===== src/rtl/stream_checker_align_line.sv =====
// rtl/stream_checker_align_line.sv - LATENCY-deep entry delay line with synchronous clear
//
// Ports:
//   i_clk    : clock
//   i_reset  : synchronous active-high reset, empties the line
//   i_clear  : synchronous clear, empties the line (restart)
//   i_entry  : packed entry entering stage 0
//   o_entry  : entry leaving the line; i_entry itself when LATENCY = 0
module align_line #(
  parameter int ENTRY_W = 18,
  parameter int LATENCY = 1
) (
  input  logic               i_clk,
  input  logic               i_reset,
  input  logic               i_clear,
  input  logic [ENTRY_W-1:0] i_entry,
  output logic [ENTRY_W-1:0] o_entry
);

  // Keep at least one stage so the array is always legal; it is bypassed at LATENCY = 0.
  localparam int DEPTH = (LATENCY == 0) ? 1 : LATENCY;

  logic [ENTRY_W-1:0] stage_q [DEPTH];

  always_ff @(posedge i_clk) begin
    if (i_reset || i_clear) begin
      for (int i = 0; i < DEPTH; i++) stage_q[i] <= '0;
    end else begin
      stage_q[0] <= i_entry;
      for (int i = 1; i < DEPTH; i++) stage_q[i] <= stage_q[i-1];
    end
  end

  assign o_entry = (LATENCY == 0) ? i_entry : stage_q[DEPTH-1];

endmodule


===== config.mk =====
export PLATFORM = sky130hd
export DESIGN_NAME = align_line
export DESIGN_NICKNAME = d
export VERILOG_FILES = /design/src/rtl/stream_checker_align_line.sv
export SDC_FILE = /design/constraint.sdc
export NUM_CORES = 1
export LEC_CHECK = 0
export ABC_AREA = 0
export BUFFER_PORTS_ARGS = -buffer_cell sky130_fd_sc_hd__buf_2
export CORE_UTILIZATION = 35
export DETAILED_ROUTE_END_ITERATION = 10
export GPL_ROUTABILITY_DRIVEN = 0
export HOLD_SLACK_MARGIN = 0.08
export PLACE_DENSITY_LB_ADDON = 0.3
export SETUP_SLACK_MARGIN = 0.1
export SLEW_MARGIN = 5
export SYNTH_ARGS = -nofsm -noshare
export SYNTH_HDL_FRONTEND = slang
export SYNTH_SLANG_ARGS = --single-unit

===== constraint.sdc =====
create_clock -name i_clk -period 0.8 [get_ports i_clk]
set_input_delay 0.16 -clock i_clk [delete_from_list [all_inputs] [get_ports i_clk]]
set_output_delay 0.16 -clock i_clk [all_outputs]
set_load 0.02 [all_outputs]

==> results.ini, run 1 <==
[cells_and_area]
final_common_cell = buf_2
antennaDiodeCount = 0
drive_gt1_frac = 0.897
seq_area_um2 = 383
mostFrequentLayoutCells = buf_2, buf_6, dfxtp_2, nor3b_2, nor3b_1
largest_reg_flops = 18
final_nets = 100
multi_input_area_um2 = 185
top_register = stage_q
largest_registers = stage_q x18
fillers = 137
final_util = 0.595
area_growth_pct = 54.7

[outcome]
violations = DRC, setup timing
outcome = finished with violations

[timing]
fmax_mhz = 1110
fin_crit_sh = 1.12
slew_viol_final = 0
timing.final.ws_setup_ns = -0.0998
relSlewSlack = 0.727
hold_viol = 0
tns_ns = -1.63
fin_crit_ns = 0.900
rsz0062_at_grt = true
finalSetupViolCount = 18
worstMarginPinSlew_ns = 0.409

[setup_path]
worstPathRequired_ns = 0.64
endpoint_kind = primary output
path_delay_family = flip-flops
critical_path.max_stage_delay_ns = 0.33
crit_path_cell_trace = buf_6
cp.arrival_ns = 0.74
path_buf_inv = 1
critical_path_class = reg -> out
crit_fanout = 1
cp-start-kind = register
slowest_stage = dfxtp_2

[floorplanning]
rows = 14
die_w_um = 43.4
fp.dieH_um = 43.4
die_area_mm2 = 0.00188
start_util = 0.384
core-area_mm2 = 0.00156
pin_count = 39

[drt]
drt_iter0_markers = 11
postRouteAntennaNets = 0
first_pass_iters = 6
post_drt_wl_per_cell_um = 11.7
via_per_inst = 4.56
wl_um = 1100
drc_errors = 6
vias = 429

[clock_tree]
cts_tree = yes
clockRootBuffer = clkbuf_4
cts_buffers = 3
htreeDepth = 1
post-cts-setup-buffer-count = 0
clk_pin_slew_ns = 0.10
cts_buffer_depth = 2
clock_sinks = 18

[grt]
grt_pass1_vias = 409
gr-total-overflow = 0
grt_pass1_wl_um = 1810
grt_start_max_net_pins = 19
track_usage = 0.132
antenna_found_initial = 0

[yosys]
avgSynthCellArea_um2 = 15.0
synthCells = 40
syn-num-nets = 61
syn-cell-area_um2 = 599
ys_seq_area_frac = 0.601
synth-seq-cells = 18
synth_cell_type_count = 5
yosysWarnings = 0

[min_path]
hold_path_class = in -> reg
hp-start = i_entry[7]
min_path_cells = 2
hold_path_end = stage_q[0][7]$_SDFF_PP0_

[power]
power.static_leakage_nw = 0.406
powerDensity_mw_per_mm2 = 1860
irDropWorstVdd_v = 0.00135
power.total_w = 0.00173

[placement]
io_buffers = 38
place_hpwl_um = 767

[job]
maxCapViolCount = 0

cells in the mapped netlist, drive strengths merged:
library cell	number	area, um2
dfxtp	18	360
nor3b	18	185
buf	4	53.8
power breakdown:
group	internal (W)	switching (W)
logic	0.000130	0.000109
registers	0.000938	0.0000160
clock network	0.000277	0.000258
total	0.00135	0.000383
per-layer routing:
metal  GRT usage  wire length [um]  vias up
met5           0                 0        -
met4      0.0563                 0        0
met3      0.0542                79        0
met2       0.218               607       18
met1       0.151               415      200
li1            -                 -      211
repair_timing:
item / in CTS / in global routing
setup endpoints to repair: 18 / 18
pin swaps: 0 / 0
resized for setup: 53 / 1
endpoints found under the hold margin: 0 / 0
hold buffers: 0 / 0
area by class of cell:
class | count | area share
multi-input combinational | 18 | 0.200
clock buffer | 4 | 0.0391
timing repair buffer | 38 | 0.327
sequential | 18 | 0.413
tap | 16 | 0.0216
cell families after synthesis:
kind of cell	Yosys count	synth area share
buf+inv	4	0.0898
flops	18	0.601
simple gates	18	0.309
worst max-delay path by stage:
stage	start	endpoint	slack, ns	cells after the start
floorplan	i_clear	stage_q[0][10]$_SDFF_PP0_	0.17	3
global placement	i_clear	stage_q[0][15]$_SDFF_PP0_	0.07	2
detailed placement	i_reset	stage_q[0][3]$_SDFF_PP0_	0.05	2
CTS	stage_q[0][10]$_SDFF_PP0_	o_entry[10]	-0.11	1
global route	stage_q[0][17]$_SDFF_PP0_	o_entry[17]	-0.14	1
finish	stage_q[0][17]$_SDFF_PP0_	o_entry[17]	-0.1	1
through the flow:
stage | instances | instance area, um2 | hold WS (ns) | setup WS [ns]
after floorplan | 40 | 599 | 0.317 | 0.173
after global placement | 90 | 756 | 0.412 | 0.0695
after detailed placement | 90 | 756 | 0.401 | 0.0481
after CTS | 94 | 926 | 0.0950 | -0.111
after global routing | 94 | 927 | 0.0914 | -0.135
final | 94 | 927 | 0.103 | -0.0998
Note: power is estimated with default switching activity, not from simulation.
==> inputs of run 2 (changes only) <==
--- a/config.mk
+++ b/config.mk
@@ -7,7 +7,8 @@
 export LEC_CHECK = 0
 export ABC_AREA = 0
 export BUFFER_PORTS_ARGS = -buffer_cell sky130_fd_sc_hd__buf_2
-export CORE_UTILIZATION = 35
+export CORE_MARGIN = 8
+export CORE_UTILIZATION = 42
 export DETAILED_ROUTE_END_ITERATION = 10
 export GPL_ROUTABILITY_DRIVEN = 0
 export HOLD_SLACK_MARGIN = 0.08
==> constraint.sdc (replaced) <==
create_clock -name i_clk -period 1.1 [get_ports i_clk]
set_input_delay 0.22 -clock i_clk [delete_from_list [all_inputs] [get_ports i_clk]]
set_output_delay 0.22 -clock i_clk [all_outputs]
set_load 0.02 [all_outputs]
==> run 2 against run 1 <==
Effect of this change:
- routed wire length is 18% higher
- die area is 54% higher
- critical path depth stayed put
- via count is 1.9% lower
- cell area is 12% lower
- largest cell class unchanged
- clock power is 44% lower
- the flow now finishes without violations
- largest power group unchanged
- sequential share of layout area is 3.0 points higher
- sequential cell count stayed put
- utilization is 2.6 points higher
- clock-buffer cell count is 1 lower
==> results.ini, run 2 (synthesized netlist as in run 1, its figures left out) <==
[cells_and_area]
top_register = stage_q
fillers = 107  ; -22%
drive_gt1_frac = 0.688  ; -0.209
area_growth_pct = 36.5
final_nets = 100  ; unchanged
design_area_um2 = 818  ; -12%
antennaDiodeCount = 0  ; unchanged
final_util = 0.621  ; +0.0264
largest_registers = stage_q x18
largest_reg_flops = 18  ; unchanged
finalNonFillerCells = 92  ; -2.1%
mostFrequentLayoutCells = buf_2, dfxtp_1, buf_4, nor3b_2, nor3b_1
final_common_cell = buf_2

[power]
switching_share = 0.227  ; +0.00584
p_switching_w = 0.000259  ; -32%
combPwrFrac = 0.136  ; -0.002
pwr-share-seq = 0.601  ; +0.049
powerDensity_mw_per_mm2 = 1390  ; -25%
power.static_leakage_nw = 0.378  ; -6.9%
irDropWorstVdd_v = 0.000897  ; -34%
clkPwrFrac = 0.263  ; -0.047
p_int_w = 0.000881  ; -35%

[grt]
track_usage = 0.0887  ; -0.0434
grt_start_max_net_pins = 19  ; unchanged
grt_pass1_vias = 427  ; +4.4%
grt_pass1_wl_um = 1900  ; +4.6%
grt_util_met2 = 0.164  ; -0.0541
met1_usage = 0.0824  ; -0.0684
gr-total-overflow = 0  ; unchanged
grtUsageMet3 = 0.0303  ; -0.0239
antenna_found_initial = 0  ; unchanged
grt-busiest-layer = met2

[floorplanning]
die_w_um = 53.8  ; +24%
fp.dieH_um = 53.8  ; +24%
pin_count = 39  ; unchanged
rows = 13  ; -1
start_util = 0.455  ; +0.0705
core-area_mm2 = 0.00132  ; -15%
die_area_mm2 = 0.00289  ; +54%

[setup_path]
crit_fanout = 1  ; unchanged
cp.depth = 1  ; unchanged
cp-start-kind = register
path_buf_inv = 1  ; unchanged
worstPathRequired_ns = 0.88  ; +0.24 ns
crit_end = o_entry[14]
critical_path.max_stage_delay_ns = 0.33  ; about the same
crit_start = stage_q[0][14]$_SDFF_PP0_
crit_path_cell_trace = buf_4
cp.arrival_ns = 0.75  ; about the same
path_delay_family = flip-flops
endpoint_kind = primary output
critical_path_class = reg -> out
slowest_stage = dfxtp_1

[placement]
io_buffers = 38  ; unchanged
post_dp_cell_area_um2 = 754  ; -0.17%
place_hpwl_um = 1040  ; +36%
dp.cells = 89  ; -1.1%

[drt]
drc_errors = 0  ; -6
first_pass_iters = 3  ; -3
drt_iter0_markers = 5  ; -6
postRouteAntennaNets = 0  ; unchanged
post_drt_wl_per_cell_um = 14.1  ; +20%
vias = 421  ; -1.9%
via_per_inst = 4.58  ; +0.27%
wl_um = 1300  ; +18%

[timing]
fmax_mhz = 1030
worstMarginPinSlew_ns = 0.406  ; -0.00259 ns
fin_crit_sh = 0.879
hold_viol = 0  ; unchanged
rsz0062_at_grt = true
tns_ns = 0  ; +1.63 ns
relSlewSlack = 0.729  ; +0.00173
slew_viol_final = 0  ; unchanged
fin_crit_ns = 0.966
finalSetupViolCount = 0  ; -18

[clock_tree]
htreeDepth = 1  ; unchanged
clk_pin_slew_ns = 0.09  ; about the same
cts_tree = yes
clock_sinks = 18  ; unchanged
clockRootBuffer = clkbuf_4
cts_buffers = 3  ; unchanged
post-cts-setup-buffer-count = 0  ; unchanged
cts_buffer_depth = 2  ; unchanged

[min_path]
hold_path_class = in -> reg

[job]
maxCapViolCount = 0  ; unchanged

[outcome]
outcome = finished clean

==> run 2: worst min-delay path by stage <==
stage                      from                   endpoint  slack, ns  cells past startpoint
finish              i_entry[13]  stage_q[0][13]$_SDFF_PP0_       0.17                      2
global route        i_entry[10]  stage_q[0][10]$_SDFF_PP0_       0.17                      2
CTS                 i_entry[13]  stage_q[0][13]$_SDFF_PP0_       0.17                      2
detailed placement  i_entry[13]  stage_q[0][13]$_SDFF_PP0_       0.46                      2
global placement    i_entry[14]  stage_q[0][14]$_SDFF_PP0_       0.46                      2
floorplan           i_entry[10]  stage_q[0][10]$_SDFF_PP0_       0.38                      1
==> run 2: cell type report <==
cell class | instances | area, um2 | area share
Timing Repair Buffer | 38 | 229 | 0.280
Clock buffer | 3 | 22.5 | 0.0275
Tap cell | 15 | 18.8 | 0.0229
Multi-Input combinational cell | 18 | 185 | 0.226
Sequential cell | 18 | 363 | 0.443
==> run 2: timing repair <==
action	CTS	global route
hold buffers	0	0
hold endpoints to repair	0	0
resized for setup	0	17
setup endpoints to repair	0	14
==> run 2: power by group through the flow <==
stage | combinational (W) | clock, W | sequential [W]
after floorplan | 0.0000664 | 0 | 0.000733
after global placement | 0.000144 | 0 | 0.000698
after detailed placement | 0.000146 | 0 | 0.000699
after CTS | 0.000146 | 0.000313 | 0.000683
after global routing | 0.000166 | 0.000342 | 0.000688
final | 0.000155 | 0.000300 | 0.000685
==> run 2: stage by stage <==
stage | hold slack (ns) | power [W] | setup slack (ns)
2_1_floorplan | 0.377 | 0.000800 | 0.413
3_5_place_dp | 0.465 | 0.000845 | 0.290
6_report | 0.170 | 0.00114 | 0.134
5_1_grt | 0.170 | 0.00120 | 0.0894
4_1_cts | 0.167 | 0.00114 | 0.106
3_3_place_gp | 0.465 | 0.000842 | 0.315
==> run 2: metal layers <==
layer  vias to the layer above  wire [um]
li1                        209          -
met1                       197        460
met2                        15        720
met3                         0        115
met4                         0          0
met5                         -          0
